--- config.mk ---
export PLATFORM = sky130hd
export DESIGN_NAME = riscv_writeback_unit
export DESIGN_NICKNAME = d
export VERILOG_FILES = /design/src/rtl/riscv_wb_pkg.sv /design/src/rtl/riscv_wb_fifo.sv /design/src/rtl/riscv_writeback_unit.sv
export SDC_FILE = /design/constraint.sdc
export NUM_CORES = 1
export LEC_CHECK = 0
export CAP_MARGIN = 30
export CORE_MARGIN = 3
export CORE_UTILIZATION = 57
export CTS_CLUSTER_DIAMETER = 30
export DETAILED_ROUTE_END_ITERATION = 8
export PLACE_DENSITY = 0.91
export SLEW_MARGIN = 5
export SYNTH_ARGS = -nofsm -noshare
export SYNTH_HDL_FRONTEND = slang
export SYNTH_SLANG_ARGS = --single-unit
--- constraint.sdc ---
create_clock -name clk -period 5.42 [get_ports clk]
set_input_delay 1.084 -clock clk [delete_from_list [all_inputs] [get_ports clk]]
set_output_delay 1.084 -clock clk [all_outputs]
set_load 0.05 [all_outputs]
--- src/rtl/riscv_wb_pkg.sv ---
// riscv_wb_pkg: shared types and widths for the register-bank writeback unit.
// Provides the FIFO entry layout (destination register + result value) and the
// default data/register-address widths used by riscv_writeback_unit.
package riscv_wb_pkg;

  localparam int unsigned WB_XLEN   = 32;
  localparam int unsigned WB_REG_AW = 5;

  typedef struct packed {
    logic [WB_REG_AW-1:0] rd;
    logic [WB_XLEN-1:0]   data;
  } wb_entry_t;

endpackage

--- src/rtl/riscv_wb_fifo.sv ---
// riscv_wb_fifo: in-order result buffer for the writeback unit.
// Ports:
//   clk, rst_n   clock, asynchronous active-low reset
//   push         write push_entry at the tail (caller guarantees not full)
//   push_entry   entry to enqueue
//   pop          drop the head entry (caller guarantees not empty)
//   head_entry   current head (oldest) entry
//   count        occupancy, 0..DEPTH
//   rd_ptr       head index, used to walk entries oldest -> youngest
//   entries      raw storage array, exposed for the bypass search
module riscv_wb_fifo
  import riscv_wb_pkg::*;
#(
  parameter int unsigned DEPTH = 4
) (
  input  logic                       clk,
  input  logic                       rst_n,
  input  logic                       push,
  input  wb_entry_t                  push_entry,
  input  logic                       pop,
  output wb_entry_t                  head_entry,
  output logic [$clog2(DEPTH):0]     count,
  output logic [$clog2(DEPTH)-1:0]   rd_ptr,
  output wb_entry_t                  entries [DEPTH]
);

  localparam int unsigned AW = $clog2(DEPTH);
  localparam int unsigned CW = AW + 1;

  wb_entry_t       mem_q   [DEPTH];
  wb_entry_t       mem_d   [DEPTH];
  logic [AW-1:0]   wr_ptr_q, wr_ptr_d;
  logic [AW-1:0]   rd_ptr_q, rd_ptr_d;
  logic [CW-1:0]   cnt_q, cnt_d;

  always_comb begin
    mem_d    = mem_q;
    wr_ptr_d = wr_ptr_q;
    rd_ptr_d = rd_ptr_q;
    if (push) begin
      mem_d[wr_ptr_q] = push_entry;
      wr_ptr_d        = wr_ptr_q + AW'(1);
    end
    if (pop) begin
      rd_ptr_d = rd_ptr_q + AW'(1);
    end
    // Pointers wrap naturally; full vs. empty is told apart by the count.
    cnt_d = cnt_q + CW'(push) - CW'(pop);
  end

  always_ff @(posedge clk or negedge rst_n) begin
    if (!rst_n) begin
      mem_q    <= '{default: '0};
      wr_ptr_q <= '0;
      rd_ptr_q <= '0;
      cnt_q    <= '0;
    end else begin
      mem_q    <= mem_d;
      wr_ptr_q <= wr_ptr_d;
      rd_ptr_q <= rd_ptr_d;
      cnt_q    <= cnt_d;
    end
  end

  assign head_entry = mem_q[rd_ptr_q];
  assign count      = cnt_q;
  assign rd_ptr     = rd_ptr_q;
  assign entries    = mem_q;

endmodule

--- src/rtl/riscv_writeback_unit.sv ---
// riscv_writeback_unit: writer-side companion of the register bank.
// Accepts results over res_valid/res_ready, buffers them in order and drives
// the bank write port (w_en/r_write/w_data) at most once per cycle. Writes to
// x0 are acknowledged and dropped. A bypass lookup exposes values that have
// been accepted but not yet committed to the bank.
// Ports:
//   clk, rst_n                 clock, asynchronous active-low reset
//   res_valid/res_ready        result handshake; res_rd/res_data payload
//   w_en/r_write/w_data        registered bank write port
//   fwd_rs_a/b -> fwd_hit_a/b, fwd_data_a/b   bypass lookups (youngest wins)
//   pending_cnt                FIFO occupancy, output stage excluded
//   busy                       FIFO non-empty or a write in flight
// Build option: RISCV_WB_BYPASS_EN enables the bypass search; when undefined
// the fwd_* outputs are tied to zero and fwd_rs_* are ignored.
module riscv_writeback_unit
  import riscv_wb_pkg::*;
#(
  parameter int unsigned DEPTH  = 4,
  parameter int unsigned XLEN   = WB_XLEN,
  parameter int unsigned REG_AW = WB_REG_AW
) (
  input  logic                     clk,
  input  logic                     rst_n,
  input  logic                     res_valid,
  output logic                     res_ready,
  input  logic [REG_AW-1:0]        res_rd,
  input  logic [XLEN-1:0]          res_data,
  output logic                     w_en,
  output logic [REG_AW-1:0]        r_write,
  output logic [XLEN-1:0]          w_data,
  input  logic [REG_AW-1:0]        fwd_rs_a,
  input  logic [REG_AW-1:0]        fwd_rs_b,
  output logic                     fwd_hit_a,
  output logic [XLEN-1:0]          fwd_data_a,
  output logic                     fwd_hit_b,
  output logic [XLEN-1:0]          fwd_data_b,
  output logic [$clog2(DEPTH):0]   pending_cnt,
  output logic                     busy
);

  localparam int unsigned AW = $clog2(DEPTH);
  localparam int unsigned CW = AW + 1;

  logic [CW-1:0]   fifo_cnt;
  logic [AW-1:0]   fifo_rd_ptr;
  wb_entry_t       fifo_head;
  wb_entry_t       fifo_entries [DEPTH];
  wb_entry_t       push_entry;
  logic            accept, push, pop;

  logic              w_en_q, w_en_d;
  logic [REG_AW-1:0] r_write_q, r_write_d;
  logic [XLEN-1:0]   w_data_q, w_data_d;

  // Ready depends only on registered occupancy, so a pop frees a slot that
  // becomes visible one cycle later.
  assign res_ready  = (fifo_cnt != CW'(DEPTH));
  assign accept     = res_valid && res_ready;
  assign push       = accept && (res_rd != '0);
  assign pop        = (fifo_cnt != '0);
  assign push_entry = '{rd: res_rd, data: res_data};

  riscv_wb_fifo #(.DEPTH(DEPTH)) u_fifo (
    .clk        (clk),
    .rst_n      (rst_n),
    .push       (push),
    .push_entry (push_entry),
    .pop        (pop),
    .head_entry (fifo_head),
    .count      (fifo_cnt),
    .rd_ptr     (fifo_rd_ptr),
    .entries    (fifo_entries)
  );

  always_comb begin
    w_en_d    = pop;
    r_write_d = r_write_q;
    w_data_d  = w_data_q;
    if (pop) begin
      r_write_d = fifo_head.rd;
      w_data_d  = fifo_head.data;
    end
  end

  always_ff @(posedge clk or negedge rst_n) begin
    if (!rst_n) begin
      w_en_q    <= 1'b0;
      r_write_q <= '0;
      w_data_q  <= '0;
    end else begin
      w_en_q    <= w_en_d;
      r_write_q <= r_write_d;
      w_data_q  <= w_data_d;
    end
  end

  assign w_en        = w_en_q;
  assign r_write     = r_write_q;
  assign w_data      = w_data_q;
  assign pending_cnt = fifo_cnt;
  assign busy        = (fifo_cnt != '0) || w_en_q;

`ifdef RISCV_WB_BYPASS_EN
  logic [AW-1:0] idx;

  // Candidates are scanned oldest -> youngest (output stage first, then FIFO
  // from head to tail) so a later match overrides an earlier one.
  always_comb begin
    idx        = '0;
    fwd_hit_a  = 1'b0;
    fwd_data_a = '0;
    fwd_hit_b  = 1'b0;
    fwd_data_b = '0;
    if (w_en_q && (r_write_q == fwd_rs_a)) begin
      fwd_hit_a  = 1'b1;
      fwd_data_a = w_data_q;
    end
    if (w_en_q && (r_write_q == fwd_rs_b)) begin
      fwd_hit_b  = 1'b1;
      fwd_data_b = w_data_q;
    end
    for (int unsigned i = 0; i < DEPTH; i++) begin
      idx = fifo_rd_ptr + AW'(i);
      if (CW'(i) < fifo_cnt) begin
        if (fifo_entries[idx].rd == fwd_rs_a) begin
          fwd_hit_a  = 1'b1;
          fwd_data_a = fifo_entries[idx].data;
        end
        if (fifo_entries[idx].rd == fwd_rs_b) begin
          fwd_hit_b  = 1'b1;
          fwd_data_b = fifo_entries[idx].data;
        end
      end
    end
    if (fwd_rs_a == '0) begin
      fwd_hit_a  = 1'b0;
      fwd_data_a = '0;
    end
    if (fwd_rs_b == '0) begin
      fwd_hit_b  = 1'b0;
      fwd_data_b = '0;
    end
  end
`else
  logic unused_bypass;

  assign fwd_hit_a  = 1'b0;
  assign fwd_data_a = '0;
  assign fwd_hit_b  = 1'b0;
  assign fwd_data_b = '0;

  always_comb begin
    unused_bypass = ^{fwd_rs_a, fwd_rs_b, fifo_rd_ptr};
    for (int unsigned i = 0; i < DEPTH; i++) begin
      unused_bypass = unused_bypass ^ (^fifo_entries[i]);
    end
  end
`endif

endmodule

==> results of run 1 <==
-- per-layer routing --
metal	global-route usage, %	up-vias
li1	-	2175
met1	27.2	2598
met4	6.23	0
met5	0	-
met2	37.7	139
met3	5.12	17
-- through the flow --
step	cell area (µm²)	util [%]	worst slack, ns	total power [µW]	hold WS, ns
after global routing	10100	68.1	1.76	7430	0.493
after global placement	9470	63.9	1.76	5600	0.450
after CTS	10100	67.9	1.86	7070	0.470
after detailed placement	9470	63.9	1.70	5810	0.455
final	10100	68.1	1.92	7020	0.463
after floorplan	9000	-	2.67	4990	0.475
-- final timing paths --
check                                                       end  depth (start not counted)
worst max-delay path                                  res_ready                          3
worst min-delay path                     w_data[29]$_DFFE_PN0N_                          2
worst max register to register        u_fifo.count[2]$_DFF_PN0_                         10
worst min register to register           w_data[29]$_DFFE_PN0N_                          2
max in group asynchronous                w_data[27]$_DFFE_PN0N_                          2
min in group asynchronous       u_fifo.entries[100]$_DFFE_PN0P_                          1
-- Yosys cell counts --
cell	n
a211o_2	1
a211oi_2	4
buf_1	1
buf_2	3
buf_4	66
buf_6	12
clkbuf_1	12
clkinv_1	1
conb_1	1
dfrtp_1	193
fa_1	1
ha_1	6
inv_1	10
mux2_2	149
mux4_2	37
nand2_1	116
nand2b_1	1
nor3_1	1
nor3b_2	1
nor4_4	1
xnor2_1	5
-- power by group through the flow --
stage | clock network [µW] | logic (µW) | registers (µW)
2_1_floorplan | 0 | 1960 | 3030
3_3_place_gp | 0 | 2980 | 2630
3_5_place_dp | 0 | 3090 | 2720
4_1_cts | 1240 | 3120 | 2710
5_1_grt | 1310 | 3360 | 2760
6_report | 1220 | 3130 | 2670
-- flip-flops by register name, indices dropped and copies added, names as in the netlist --
register	count
u_fifo.entries	148
u_fifo.rd_ptr	2
u_fifo.count	3
u_fifo.wr_ptr_q	2
r_write	5
w_data	32
w_en	1
-- area by class of cell --
type | instances | area, µm²
sequential | 193 | 4830
fill | 1007 | 4730
multi-input combinational | 389 | 3470
timing repair buffer | 92 | 920
clock buffer | 22 | 484
tap | 184 | 230
clock inverter | 10 | 101
inverter | 11 | 41.3
-- worst min-delay path: stages, from the launching register on --
cell     delay, ns
dfrtp_1       0.34
nand2_1       0.05
nand2_1       0.04
-- cell families (layout without fill, tap and decap cells) --
kind of cell               count (synthesis)  after routing  synth area share, %
muxes                                    186            186                 28.7
DFF                                      193            193                 55.1
other                                      1             66               0.0428
buffers and inverters                    105            135                 8.40
xor gates and xnor gates                   5              5                0.500
adders and majority gates                  7              7                 1.09
AOI/OAI and AO/OA                          5              5                0.686
and+or+nand+nor                          120            120                 5.48
==> results.md, run 1 <==
- The die covers between 15,000 and 20,000 µm².
- The kind of end point of the critical path is a primary output.
- The launch instance of the worst register-to-register path is u_fifo.count[1]$_DFF_PN0_.
- The post-cts resize count is 0.
- The critical path contains buffers and inverters numbering 2 combined.
- The wire length the detailed router placed on met1 is 7040 µm.
- The normalized max-slew margin is 44.9%.
- The share of power burned in registers is 38.0%.
- The congestion estimate from routability-driven global placement came to around 0.71.
- In this run the register-to-register setup slack is roughly 2.6 ns.
- Summed over all failing endpoints, the final setup total negative slack is 0 ns.
- The clock reaches the later pin of the worst-skew pair after roughly 0.43 ns.
- The half-perimeter wire length of the detailed placement result is around 11,000 µm.
- The fmax is approximately 0.29 GHz.
- The pin count of the biggest net entering global routing is 74.
- Max-cap violations in this run came to 0.
- The first-iteration detailed-routing DRC count is between 300 and 400.
- Of the total power, the share spent switching nets is 37.3%.
- At the pin with the least slew margin, the transition time is between 0.8 and 0.9 ns.
- Power spread over the standard cell area amounts to about 700 nW/µm².
- In this run the core area contains 44 standard-cell rows.
- The remaining routing DRC violations is 0.
- In the routed layout, each cell is associated on average with a via count of 5.47.
- The part of the total power dissipated in the clock network is around 17%.
- In this run, post-CTS hold repair placed 0 buffers.
- The first-pass GRT wire length is about 28,000 µm.
- The die boundary width is around 130 µm.
- The remaining antenna violation count is 0.
- The kind of critical path is register to primary output.
- From synthesis to final layout, the design area changed by 15.1%.
- Setup repair after global routing left no endpoint under its margin.
- The TritonCTS clock tree is yes.
- The class of the tightest hold or removal check is register to register.
- The analysis attributes to net switching a power of between 2000 and 3000 µW.
- Data on the critical path is required at its endpoint by 4.34 ns.
- The number of global-route vias before repair came to 5,279.
- STA classifies the critical path startpoint as a register.
- Clock-pin slew was measured on the worst setup and hold paths at 0.07 ns.
- For this run, the number of Yosys warnings is 0.
- The synthesized design devotes to its leading area cell type approximately 55% of total area.
- The final layout contains routed wiring with a total length of 17,300 µm.
- The detailed-route wire length per cell is roughly 19 µm.
- The library cell used most frequently in the layout, excluding fill and tap cells, is dfrtp_1.
- The smallest clock period supported by the final layout is computed as about 3.5 ns.
- The number of pins with negative max-slew slack in the final report was 0.
- The met3 wirelength from detailed routing is around 760 µm.
- The number of clock buffers added by TritonCTS is 17.
- The clock tree root driver cell is clkbuf_16.
- Sequential cells were found to cover about 55% of the synthesized design area.
- The count of pins on the block boundary is between 150 and 200.
- The tree built by TritonCTS fans out to approximately 190 sinks.
- The library cells used most frequently in the layout, excluding fill and tap cells, are dfrtp_1 (191), mux2_2 (149), nand2_1 (116).
- Across the VDD grid, the largest voltage drop is approximately 440 µV.
- The number of endpoints with negative hold slack in the final report was 0.
- Traced cell by cell, the critical path runs through nor3b_2, inv_1, clkdlybuf4s50_1.
- The internal portion of the total power is between 4000 and 5000 µW.
- The slowest stage of the critical path is the clkdlybuf4s50_1 cell.
- Detailed routing placed a total of ~9300 µm of wire on met2.
- The post-route netlist has 33.2% of its cells at a drive strength greater than 1.
- A synthesized cell averages 14.1 µm².
- The number of cells after detailed placement is slightly below 900.
- The static leakage is between 0.004 and 0.005 µW.
- The starting density of the core is ~59%.
- The startpoint of the tightest hold check path is w_data[29]$_DFFE_PN0N_.
- The critical path startpoint is u_fifo.count[1]$_DFF_PN0_.
- The height of the chip is between 100 and 150 µm.
- At the end of the flow, the number of nets in the layout was between 700 and 800.
- During placement, the flow inserted port buffers numbering between 80 and 90.
- The count of different cell masters after synthesis is 21.
- The clock skew is around 0.007 ns.
- The pre-antenna-repair detailed-routing pass consisted of 4 iterations.
- The H-tree was split into 4 levels.
- The number of buffers added for setup after CTS is 0.
- The part of the total power dissipated in combinational logic is between 40% and 50%.
- On the critical path the largest part of the delay comes from buffers and inverters.
- In the global route stage, overall resource usage came out at 21.6%.
- The maximum count of clock buffers along a single path is 2.
- The synthesized netlist cell count is ~620.
- The maximum fanout encountered on the critical timing path is 6.
- The overflow left after global routing is 0.
- Data arrives at the worst endpoint at ~2.4 ns.
- Once layout is complete, the cells apart from fillers number between 900 and 1,000.
- The peak per-stage delay on the critical path is 0.73 ns.
- Summing every instance area after synthesis gives about 8800 µm².
- Setup violations remaining at the end of the flow were counted as 0.
- The highest metal layer carrying signal wires in the routed design is met4.
- The flip-flop and latch count after synthesis is approximately 190.
- The share of the clock period used by the worst path after layout is around 65%.
- Summed over all instances, the cell type with the most area after synthesis is dfrtp_1.
- In the post-synthesis netlist, the biggest area contributors are dfrtp_1 (55%), mux2_2 (19%), mux4_2 (9.5%), buf_4 (5.7%), nand2_1 (5.0%).
- In this run the standard cell core region covers 14,800 µm².
- The final route contains between 4,000 and 5,000 vias.
- The flow ran to the end, and the final reports show no timing, DRC or antenna violations.
- The initial antenna violation count is 0.
- The repair_antennas step left the layout with diodes totalling 0.
No activity file was read; power rests on OpenSTA's default activity.
==> run 2: changes to the inputs <==
--- a/config.mk
+++ b/config.mk
@@ -7,10 +7,10 @@
 export LEC_CHECK = 0
 export CAP_MARGIN = 30
 export CORE_MARGIN = 3
-export CORE_UTILIZATION = 57
+export CORE_UTILIZATION = 48
 export CTS_CLUSTER_DIAMETER = 30
 export DETAILED_ROUTE_END_ITERATION = 8
-export PLACE_DENSITY = 0.91
+export PLACE_DENSITY = 0.82
 export SLEW_MARGIN = 5
 export SYNTH_ARGS = -nofsm -noshare
 export SYNTH_HDL_FRONTEND = slang
==> constraint.sdc (replaced) <==
create_clock -name clk -period 3 [get_ports clk]
set_input_delay 0.6 -clock clk [delete_from_list [all_inputs] [get_ports clk]]
set_output_delay 0.6 -clock clk [all_outputs]
set_load 0.05 [all_outputs]
==> run 2 against run 1 <==
Net effect:
- core utilization is 9.9 points lower
- clock power is 83% higher
- count of clock-buffer cells in the layout is 3 lower
- final cell count is 5.5% higher
- critical path type unchanged
- clock skew is 0.0055 ns higher
==> results.md, run 2 (synthesis results as in run 1) <==
- The flow ran to the end, and the final reports show no timing, DRC or antenna violations.
- In this run the post-CTS setup repair buffer count came out at 0.
- The power density relative to cell area is around 1200 nW/µm².
- The insertion delay of the later-clocked pin in the worst-skew pair is about 0.43 ns.
- Measured along the x axis, the die boundary spans ~140 µm.
- Setup violations remaining at the end of the flow were counted as 0.
- The static leakage is approximately 0.0045 µW.
- The final setup TNS is 0 ns.
- The required time at the endpoint of the critical path is 2.40 ns.
- Relative to the synthesized area, the layout overhead comes to 16.8%.
- The number of pins with negative max-slew slack in the final report is 0.
- The share of total power dissipated in combinational logic is between 40% and 50%.
- The first-iteration detailed-routing DRC count is 201.
- At the pin with the least slew margin, the transition time is 0.680 ns.
- The min-delay analysis places its worst path in the category input port to asynchronous set/reset pin.
- The routed design could run at a clock period as short as between 2 and 3 ns.
- The count of standard-cell rows is 48.
- After detailed routing, the average wire length per cell comes to between 15 and 20 µm.
- In this run the clock root is driven by a clkbuf_16.
- Leaving out fill and tap cells, the most frequent cell in the layout is dfrtp_1.
- The remaining antenna violation count is 0.
- Using the TritonRoute via totals, the vias-per-cell ratio works out to between 5 and 6.
- The first global-routing pass estimated around 28,000 µm of wire.
- The routability congestion estimate from global placement is 0.750.
- The kind of critical path is register to primary output.
- TritonCTS built the clock tree.
- The remaining routing DRC violations is 0.
- Timing would allow up to 0.374 GHz.
- Detailed placement finished with a half-perimeter wire length of 11,100 µm.
- The number of sinks handled by clock tree synthesis is ~190.
- The part of the total power dissipated in the clock network is around 18%.
- The share of power burned in registers is 37.3%.
- The internal portion of the total power is 8010 µW.
- The number of clock buffers added by TritonCTS is 17.
- The largest individual stage delay along the critical path comes from the cell clkdlybuf4s50_1.
- For this run, the slowest stage of the critical path takes about 0.8 ns.
- The worst IR drop on VDD is roughly 1100 µV.
- The clock skew is around 0.013 ns.
- The net count of the finished layout is 771.
- The worst hold slack is approximately 0.17 ns.
- The height of the chip is 141 µm.
- The share of the clock period used by the worst path after layout is about nine tenths.
- The number of global-route vias before repair is ~5,300.
- After clock tree synthesis, the clock-pin slew on the worst setup and hold paths is about 0.07 ns.
- The arrival time reported for the critical path endpoint is about 2.1 ns.
- The normalized max-slew margin is 54.3%.
- 0 antenna diodes ended up in the layout.
- The critical path goes through nor3b_2, buf_4, inv_1, clkdlybuf4s50_1.
- In this run the worst path has a maximum fanout of 6.
- The final layout contains routed wiring with a total length of approximately 17,000 µm.
- The number of endpoints with negative hold slack in the final report came to 0.
- Input and output buffers added on the ports amount to 82.
- Max-cap violations in this run came to 0.
- The fraction of final layout cells with drive strength greater than 1 is 34.0%.
- The register with the most flip-flops in the layout has 148 of them.
- The switching power is 4710 µW.
- The overflow left after global routing is 0.
- During I/O placement, the number of pins put on the boundary was ~160.
- The pin count of the biggest net entering global routing is 75.
- The initial antenna violation count was 0.
- In the layout the commonest cells are dfrtp_1 (191), mux2_2 (149), nand2_1 (116).
- The worst setup path is captured at a primary output.
- Setup repair after global routing left no endpoint under its margin.
- In this run, post-CTS repair resized a total of 0 instances.
- The maximum count of clock buffers along a single path is 2.
- The worst setup path is launched from a register.
- The floorplan step defined a core boundary enclosing around 18,000 µm².
- For this design, the CTS-stage hold fixing added 0 buffers.
- Net switching is a little under two fifths of the power.
- The CTS H-tree depth is 4.
- The die area is ~20,000 µm².
- The initial utilization of the core area, before any placement, comes to 49.8%.
- The via count is 4,926.
- The first TritonRoute pass finished after 4 iterations.
- For this run, the total global-route usage over all layers was measured as 17.9%.
==> run 2: path summary, 6_finish.rpt <==
check | to | cells after the start | from | slack (ns)
min in group clk | w_data[22]$_DFFE_PN0N_ | 2 | w_data[22]$_DFFE_PN0N_ | 0.47
max in group asynchronous | u_fifo.entries[56]$_DFFE_PN0P_ | 2 | rst_n | 1.98
worst max register to register | u_fifo.count[2]$_DFF_PN0_ | 9 | u_fifo.count[1]$_DFF_PN0_ | 0.84
worst min register to register | w_data[22]$_DFFE_PN0N_ | 2 | w_data[22]$_DFFE_PN0N_ | 0.47
worst max-delay path | res_ready | 4 | u_fifo.count[2]$_DFF_PN0_ | 0.33
worst min-delay path | w_data[2]$_DFFE_PN0N_ | 1 | rst_n | 0.17
==> run 2: per-layer routing <==
layer  vias to the layer above  global-route usage, %  routed length [µm]
met2                       137                   31.0                9080
li1                       2201                      -                   -
met1                      2572                   22.6                7140
met5                         -                      0                   0
met3                        16                   4.68                 732
met4                         0                   4.18                 148
==> run 2: layout make-up <==
cell class / instances / area [µm²]
clock buffers: 19 / 433
clock inverters: 12 / 146
fillers: 1315 / 7360
inverters: 11 / 41.3
multi-input cells: 389 / 3470
flip-flops and latches: 193 / 4830
well taps: 225 / 282
repair buffers: 102 / 1020
==> run 2: metrics by stage <==
stage	setup WS [ns]	power [µW]	std cells	util (%)	instance area, µm²
final	0.328	12700	951	58.1	10200
after global routing	0.257	13500	951	58.1	10200
after CTS	0.282	12900	951	58.1	10200
after detailed placement	0.0620	10600	920	54.9	9650
after global placement	0.0794	10300	920	54.9	9650
after floorplan	0.420	9010	687	-	9000
==> run 2: power groups by stage <==
stage / clock [µW] / combinational [µW] / sequential, µW
floorplan: 0 / 3540 / 5470
global placement: 0 / 5630 / 4650
detailed placement: 0 / 5790 / 4800
CTS: 2290 / 5820 / 4760
global route: 2400 / 6170 / 4930
finish: 2230 / 5740 / 4750
==> run 2: critical path, delay by kind of cell (launching register included) <==
kind / cells / cell delay (ns)
simple gates: 1 / 0.17
buf+inv: 3 / 1.06
flops: 1 / 0.43
